`config.mk`:
```
export PLATFORM = sky130hd
export DESIGN_NAME = request_encoder_eight_to_three_flat
export DESIGN_NICKNAME = d
export VERILOG_FILES = /design/src/rtl/request_encoder_eight_to_three_if.sv /design/src/rtl/request_encoder_eight_to_three.sv /design/src/flat_wrapper.sv
export SDC_FILE = /design/constraint.sdc
export NUM_CORES = 1
export LEC_CHECK = 0
export ABC_AREA = 1
export CAP_MARGIN = 20
export CORE_UTILIZATION = 27
export DETAILED_ROUTE_END_ITERATION = 6
export PLACE_DENSITY = 0.56
export SYNTH_ARGS = -nofsm -noshare
export SYNTH_HDL_FRONTEND = slang
export SYNTH_SLANG_ARGS = --single-unit
```
`constraint.sdc`:
```
create_clock -name clk -period 3.4 [get_ports clk]
set_clock_uncertainty 0.1 [all_clocks]
set_input_delay 0.85 -clock clk [delete_from_list [all_inputs] [get_ports clk]]
set_output_delay 0.85 -clock clk [all_outputs]
set_load 0.05 [all_outputs]
```
`src/rtl/request_encoder_eight_to_three_if.sv`:
```
// Request/code channel for the 8-to-3 request encoder.
// The slave modport is the encoder side; the master modport is the request source and code consumer.
interface request_encoder_eight_to_three_if;
    logic [7:0] req;
    logic       code_valid;
    logic [2:0] code;
    logic       code_ready;
    logic [7:0] pending;
    logic       overflow;

    modport master (
        output req,
        output code_ready,
        input  code_valid,
        input  code,
        input  pending,
        input  overflow
    );

    modport slave (
        input  req,
        input  code_ready,
        output code_valid,
        output code,
        output pending,
        output overflow
    );
endinterface

```
`src/rtl/request_encoder_eight_to_three.sv`:
```
// Sequential 8-to-3 encoder: latches request pulses into a pending vector and emits
// one 3-bit code per pending bit over a valid/ready handshake.
module request_encoder_eight_to_three #(
    parameter int ROUND_ROBIN = 0
) (
    input logic                                 clk,
    input logic                                 rst_n,
    request_encoder_eight_to_three_if.slave     bus
);

    typedef enum logic {
        IDLE,
        PRESENT
    } state_t;

    state_t     state;
    logic [7:0] pending_q;
    logic [2:0] code_q;
    logic [2:0] last_q;
    logic       valid_q;
    logic       overflow_q;

    logic       handshake;
    logic [7:0] served;
    logic [7:0] cand;
    logic [2:0] base;
    logic [2:0] idx;
    logic [2:0] sel;

    always_comb begin
        handshake    = valid_q & bus.code_ready;
        served       = '0;
        if (handshake) begin
            served[code_q] = 1'b1;
        end
        // Same-cycle req never competes; the presented bit drops out only on its handshake.
        cand = pending_q & ~served;
        // On a handshake the accepted code becomes last_served this very edge.
        base = handshake ? code_q + 3'd1 : last_q + 3'd1;
        sel  = '0;
        idx  = '0;
        if (ROUND_ROBIN != 0) begin
            // Descending offset so the nearest bit after base is the last writer.
            for (int unsigned off = 8; off > 0; off--) begin
                idx = base + 3'(off - 1);
                if (cand[idx]) begin
                    sel = idx;
                end
            end
        end else begin
            for (int unsigned i = 0; i < 8; i++) begin
                if (cand[i]) begin
                    sel = 3'(i);
                end
            end
        end
    end

    always_ff @(posedge clk) begin
        if (!rst_n) begin
            state      <= IDLE;
            pending_q  <= '0;
            code_q     <= '0;
            last_q     <= 3'd7;
            valid_q    <= 1'b0;
            overflow_q <= 1'b0;
        end else begin
            pending_q  <= cand | bus.req;
            overflow_q <= |(bus.req & cand);
            case (state)
                IDLE: begin
                    if (|pending_q) begin
                        code_q  <= sel;
                        valid_q <= 1'b1;
                        state   <= PRESENT;
                    end
                end
                PRESENT: begin
                    if (handshake) begin
                        last_q <= code_q;
                        if (|cand) begin
                            code_q <= sel;
                        end else begin
                            valid_q <= 1'b0;
                            state   <= IDLE;
                        end
                    end
                end
                default: begin
                    valid_q <= 1'b0;
                    state   <= IDLE;
                end
            endcase
        end
    end

    assign bus.code_valid = valid_q;
    assign bus.code       = code_q;
    assign bus.pending    = pending_q;
    assign bus.overflow   = overflow_q;

endmodule
```
`src/flat_wrapper.sv`:
```
// flat-port wrapper written by rule: the top's interface ports become plain ports
module request_encoder_eight_to_three_flat 
#(
    parameter int ROUND_ROBIN = 0
)
  (clk, rst_n, bus_req, bus_code_ready, bus_code_valid, bus_code, bus_pending, bus_overflow);
  request_encoder_eight_to_three_if bus_i ();
  input logic clk;
  input logic rst_n;
  input wire logic [$bits(bus_i.req)-1:0] bus_req;
  input wire logic [$bits(bus_i.code_ready)-1:0] bus_code_ready;
  output wire logic [$bits(bus_i.code_valid)-1:0] bus_code_valid;
  output wire logic [$bits(bus_i.code)-1:0] bus_code;
  output wire logic [$bits(bus_i.pending)-1:0] bus_pending;
  output wire logic [$bits(bus_i.overflow)-1:0] bus_overflow;
  assign bus_i.req = bus_req;
  assign bus_i.code_ready = bus_code_ready;
  assign bus_code_valid = bus_i.code_valid;
  assign bus_code = bus_i.code;
  assign bus_pending = bus_i.pending;
  assign bus_overflow = bus_i.overflow;
  request_encoder_eight_to_three #(.ROUND_ROBIN(ROUND_ROBIN)) u_core (.clk(clk), .rst_n(rst_n), .bus(bus_i));
endmodule
```
==> impl_results.md, run 1 <==
* Hold Crit Class: register to register
* GRT overflow at 0
* Final Instance Area at 1060 um^2
* Syn_area_per_cell at around 6.6 um^2
* CTS tree: yes
* Top post-synthesis cells by area: dfxtp_1 37%, nand2_1 14%, inv_1 9.9%
* Reg clk slew, reported paths at 90 ps
* H-tree depth at 1
* Crit path buffers/inverters at 1
* Placed Area at a little over 1000 um^2
* Chip width at 55.0 um
* Clock sink count at 14
* Sequential share of power at 40.4%
* Final Net Count at 154
* First-pass GRT wire length at 3.30 mm
* Die Area at 3020 um^2
* Via count at approximately 780
* Num rows at 18
* Synthesis warning total at 0
* Total power at 473 uW
* Period minus WS final at 2490 ps
* Worst path slowest cell: clkdlybuf4s50_1
* Final Core Density at 41.4%
* Core Box Area at 2570 um^2
* Fin. max-slew vios at 0
* Initial antenna violation count at 0
* I/O pins at 24
* EDFF count, synth at 0
* IO buf count at 23
* Worst-Margin Slew at 508 ps
* Layout cells sized above 1 at 14.1%
* RSZ-0062 raised after global routing: no
* WL/cell at 11.5 um
* Top delay family on crit path: buffers and inverters
* Internal Power at 299 uW
* Sequential fraction of the synthesis area at roughly 37%
* Final hold vios at 0
* Vias in the first global route at between 700 and 800
* Flops & latches, synth at 14
* Placed cell count at 168
* Setup CP Type: register to primary output
* Max VDD drop at 0.000228 V
* DP HPWL at 1.58 mm
* Post-synthesis cell area at roughly 760 um^2
* Slowest stage delay, CP at 830 ps
* FMAX at 402 MHz
* Pin count of the biggest net entering global routing at 10
* CP Data Required Time at 2450 ps
* Clock power share at 26.4%
* PostCTS Resize Cnt at 0
* Die Ht at 55.0 um
* Area growth from synthesis to layout at 40.1%
* Hold buffers post-CTS at 0
* Post-synth ARST share at 0%
* Antenna diodes at 0
* Met3 routed WL at 106 um
* Syn_nets at 126
* Setup TNS at 0 ps
* Initial Utilization at 29.5%
* Pwr dens at 445 nW/um^2
* Cell Chain, Critical Path: clkdlybuf4s50_1
* Count of different cell masters after synthesis at 18
* Post-CTS setup repair buffer count at 0
* Slew HR at 66.0%
* Gp weighted congestion at 0.911
* Routed Antenna Nets at 0
* Leak Pwr at 0.497 nW
* CTS buffer count at 3
* Top-count cell post-synth: nand2_1
* CP Max Fanout at 4
* Period utilization at 73.1%
* Finished Layout Cells at roughly 170
* Clock tree root buffer cell: clkbuf_4
* CP Capture Type: primary output
* Switch Pwr at between 150 and 200 uW
* Synth Instances at around 120
* Wire length on met2 at 975 um
* Status: complete, no violations
* Met1 WL at 892 um
* Yosys top cell by area: dfxtp_1
* DR top layer: met3
* Commonest cells post-synth: 28 x nand2_1, 20 x inv_1, 17 x nor2_1, 14 x dfxtp_1, 8 x a21oi_1
* DRT iter0 DRCs at 17
* Main synth FF type: dfxtp_1
* WL final at 1.98 mm
* DRC Markers at 0
* Final setup vio count at 0
* Worst skew pair latency at 290 ps
* Synth top area share at 37.0%
* Gate power share at approximately 33%
* Max clock buf depth at 2
* Max-cap violations at 0
* Vias/cell at 4.51
* DRT Pass-1 Iters at 4
* GRT Util Overall at 15.7%
* Critical path arrival at 1540 ps
* Switching part of the total at 36.7%
* Startpoint type of the worst setup path: register
final cells by class:
class,instances,area [um^2]
Timing Repair Buffer,23,230
Tap cell,30,37.5
Inverter,21,78.8
Clock buffer,4,36.3
Sequential cell,14,280
Multi-Input combinational cell,80,399
Fill cell,298,1510
registers in the layout, indices dropped and copies added (netlist names):
name,flops
u_core.bus.code_valid,1
u_core.bus.code,3
u_core.state,1
u_core.bus.overflow,1
u_core.bus.pending,8
cells in the final DEF, fill, tap and decap left out:
cell / count
o21ai_1: 3
nor2_4: 1
a21oi_1: 8
nand3_1: 4
clkbuf_8: 1
nor2_2: 5
nand2_1: 28
o21ai_2: 2
o21bai_2: 1
a21oi_4: 1
clkdlybuf4s50_1: 23
o22ai_1: 3
nor3_1: 1
dfxtp_1: 14
a31o_2: 1
nor2_1: 17
clkbuf_4: 3
inv_1: 20
nand2_2: 4
clkinv_1: 1
nand3_2: 1
cell families after synthesis:
kind of cell | share of synthesized area, %
and+or+nand+nor | 35.8
buffers and inverters | 10.4
AOI/OAI and AO/OA | 16.8
DFF | 37.0
power groups by stage:
| stage | logic, mW | registers [mW] | clock network (mW) |
|---|---|---|---|
| after global placement | 0.156 | 0.195 | 0 |
| after global routing | 0.172 | 0.193 | 0.136 |
| after detailed placement | 0.157 | 0.195 | 0 |
| after CTS | 0.158 | 0.191 | 0.128 |
| after floorplan | 0.0610 | 0.237 | 0 |
| final | 0.157 | 0.191 | 0.125 |
metrics by stage:
step                      hold slack [ps]  worst slack, ps
final                                 405              914
after CTS                             407              905
after floorplan                       362             1420
after global routing                  462              857
after global placement                382              805
after detailed placement              384              782
routing by layer:
metal | up-vias | track usage, %
met3 | 0 | 6.56
li1 | 408 | -
met5 | - | 0
met1 | 350 | 18.9
met2 | 18 | 26.9
met4 | 0 | 1.25
final timing paths:
| kind | from | end | slack, ps | cells past startpoint |
|---|---|---|---|---|
| worst min register to register | u_core.state$_SDFF_PN0_ | u_core.state$_SDFF_PN0_ | 400 | 2 |
| worst min-delay path | u_core.state$_SDFF_PN0_ | u_core.state$_SDFF_PN0_ | 400 | 2 |
| worst max-delay path | u_core.bus.code[0]$_SDFFE_PN0P_ | bus_code[0] | 910 | 1 |
| worst max register to register | u_core.bus.code[0]$_SDFFE_PN0P_ | u_core.bus.code[2]$_SDFFE_PN0P_ | 1720 | 9 |
Note: power is estimated with default switching activity, not from simulation.
==> run 2: changes to the inputs <==
- PLACE_DENSITY: 0.56 -> 0.58
- clock period: 3.4 -> 2.2 ns (I/O delays scaled with it)
==> run 2 against run 1 <==
  * Global-route usage is 0.41 points higher
  * Design area up 5.9%
  * Worst hold slack gained 8.7 ps
  * Via count increased by 5.0%
  * Total power rose by 58%
  * Final cell count increased by 5.8%
  * Clock power up 55%
  * Combinational power is 65% higher
  * Core utilization grew 2.4 points
  * Worst setup slack worse by 860 ps
  * Sequential cell count unchanged
==> impl_results.md, run 2 (synthesis results as in run 1) <==
* Status: complete, no violations
* Hold Crit Class: register to register
* Final hold vios at 0
* Via count at 815
* Initial antenna violation count at 0
* CP Capture Type: primary output
* Max clock buf depth at 2
* Total power at roughly 750 uW
* WP depth at 1
* Crit path capture: bus_pending[2]
* FMAX at around 470 MHz
* Top delay family on crit path: buffers and inverters
* Leak Pwr at about 0.55 nW
* Chip width at 55.0 um
* Core Box Area at approximately 2600 um^2
* Area growth from synthesis to layout at 48.4%
* DRC Markers at 0
* Final setup vio count at 0
* GRT overflow at 0
* Period minus WS final at approximately 2100 ps
* Final Net Count at 164
* Commonest non-fill, non-tap cell in the layout: nand2_1
* Setup WS post-layout at 57.1 ps
* Die Area at 3020 um^2
* Commonest cells after routing, fill and taps aside: 28 x nand2_1, 20 x inv_1, 18 x clkdlybuf4s50_1
* Final Instance Area at 1120 um^2
* Worst skew pair latency at 290 ps
* WL/cell at between 10 and 15 um
* Worst path slowest cell: clkdlybuf4s50_1
* WL final at 2.00 mm
* Routed Antenna Nets at 0
* PostCTS Resize Cnt at 0
* Max VDD drop at approximately 0.00034 V
* Hold buffers post-CTS at 0
* Worst-Margin Slew at between 400 and 500 ps
* Clock sink count at 14
* CTS buffer count at 3
* DRT Pass-1 Iters at 4
* Crit path buffers/inverters at 1
* Max reg flops at 8
* Die Ht at roughly 55 um
* Pwr dens at 665 nW/um^2
* Slew HR at 66.6%
* Placed Area at 1090 um^2
* CP Max Fanout at 3
* Vias in the first global route at around 810
* I/O pins at 24
* Gp weighted congestion at 0.870
* IO buf count at 23
* Clock tree root buffer cell: clkbuf_4
* Reg clk slew, reported paths at 90 ps
* Startpoint type of the worst setup path: register
* Layout cells sized above 1 at 23.0%
* Critical Path Source: u_core.bus.pending[2]$_SDFF_PN0_
* First-pass GRT wire length at around 3.4 mm
* Cell Chain, Critical Path: clkdlybuf4s50_1
* Setup CP Type: register to primary output
* RSZ-0062 raised after global routing: no
* Reg-to-Reg Start: u_core.bus.code[0]$_SDFFE_PN0P_
* Worst flop-to-flop path endpoint: u_core.bus.code[0]$_SDFFE_PN0P_
* Fin. max-slew vios at 0
* Post-CTS setup repair buffer count at 0
* Antenna diodes at 0
* DP HPWL at between 1.5 and 2 mm
* Post-Place Worst Slack at -49.5 ps
* H-tree depth at 1
* Critical path arrival at approximately 1500 ps
* CP Data Required Time at 1550 ps
* Num rows at 18
* Flop2flop setup slack at 580 ps
* Initial Utilization at around 30%
* DRT iter0 DRCs at 14
* Pin count of the biggest net entering global routing at 10
* GRT Util Overall at 16.1%
* Slowest stage delay, CP at 820 ps
* Worst reg-to-reg path cell count at 9
* Vias/cell at 4.48
* Period utilization at 97.4%
* Max-cap violations at 0
* CTS tree: yes
## run 2: cell count changes in the layout (fill, tap and decap cells not counted), sizes merged
cell,previous run,this run
buf,0,15
clkdlybuf4s50,23,18
## run 2: layer usage
metal | part of all wire, % | global-route usage [%] | up-vias
li1 | - | - | 431
met1 | 46 | 19.8 | 360
met5 | 0 | 0 | -
met4 | 1.4 | 6.25 | 0
met2 | 47 | 27.1 | 19
met3 | 5.5 | 3.55 | 5
## run 2: how the worst min path moves through the flow
stage / from / end / slack (ps) / cells after the start
finish: u_core.state$_SDFF_PN0_ / u_core.state$_SDFF_PN0_ / 410 / 2
global route: u_core.state$_SDFF_PN0_ / u_core.state$_SDFF_PN0_ / 440 / 2
CTS: u_core.state$_SDFF_PN0_ / u_core.state$_SDFF_PN0_ / 410 / 2
detailed placement: u_core.state$_SDFF_PN0_ / u_core.state$_SDFF_PN0_ / 390 / 2
global placement: u_core.state$_SDFF_PN0_ / u_core.state$_SDFF_PN0_ / 380 / 2
floorplan: u_core.state$_SDFF_PN0_ / u_core.state$_SDFF_PN0_ / 360 / 2
## run 2: area by class of cell
class	count	area, um^2
Timing Repair Buffer	33	293
Fill cell	290	1440
Sequential cell	14	280
Clock buffer	4	36.3
Inverter	21	78.8
Tap cell	30	37.5
Multi-Input combinational cell	80	399
## run 2: power by group
group	internal (mW)	switching [mW]
Sequential	0.275	0.0197
Combinational	0.100	0.159
Clock	0.101	0.0935
## run 2: metrics by stage
stage | hold slack (ps) | setup TNS, ps | instances | util, %
global route | 445 | 0 | 182 | 43.8
detailed placement | 393 | -146 | 178 | 42.4
finish | 413 | 0 | 182 | 43.8
global placement | 378 | -50.5 | 178 | 42.4
floorplan | 362 | 0 | 115 | -
CTS | 414 | 0 | 182 | 43.8
## run 2: worst reg2reg max path: stages, from the launching register on
cell     delay (ps)
dfxtp_1         420
nand3_2         180
o21ai_2         200
nand2_1         100
nor2_2          150
nand2_2          90
nand2_1         100
nand3_1          70
nand2_1          80
nor2_2           40
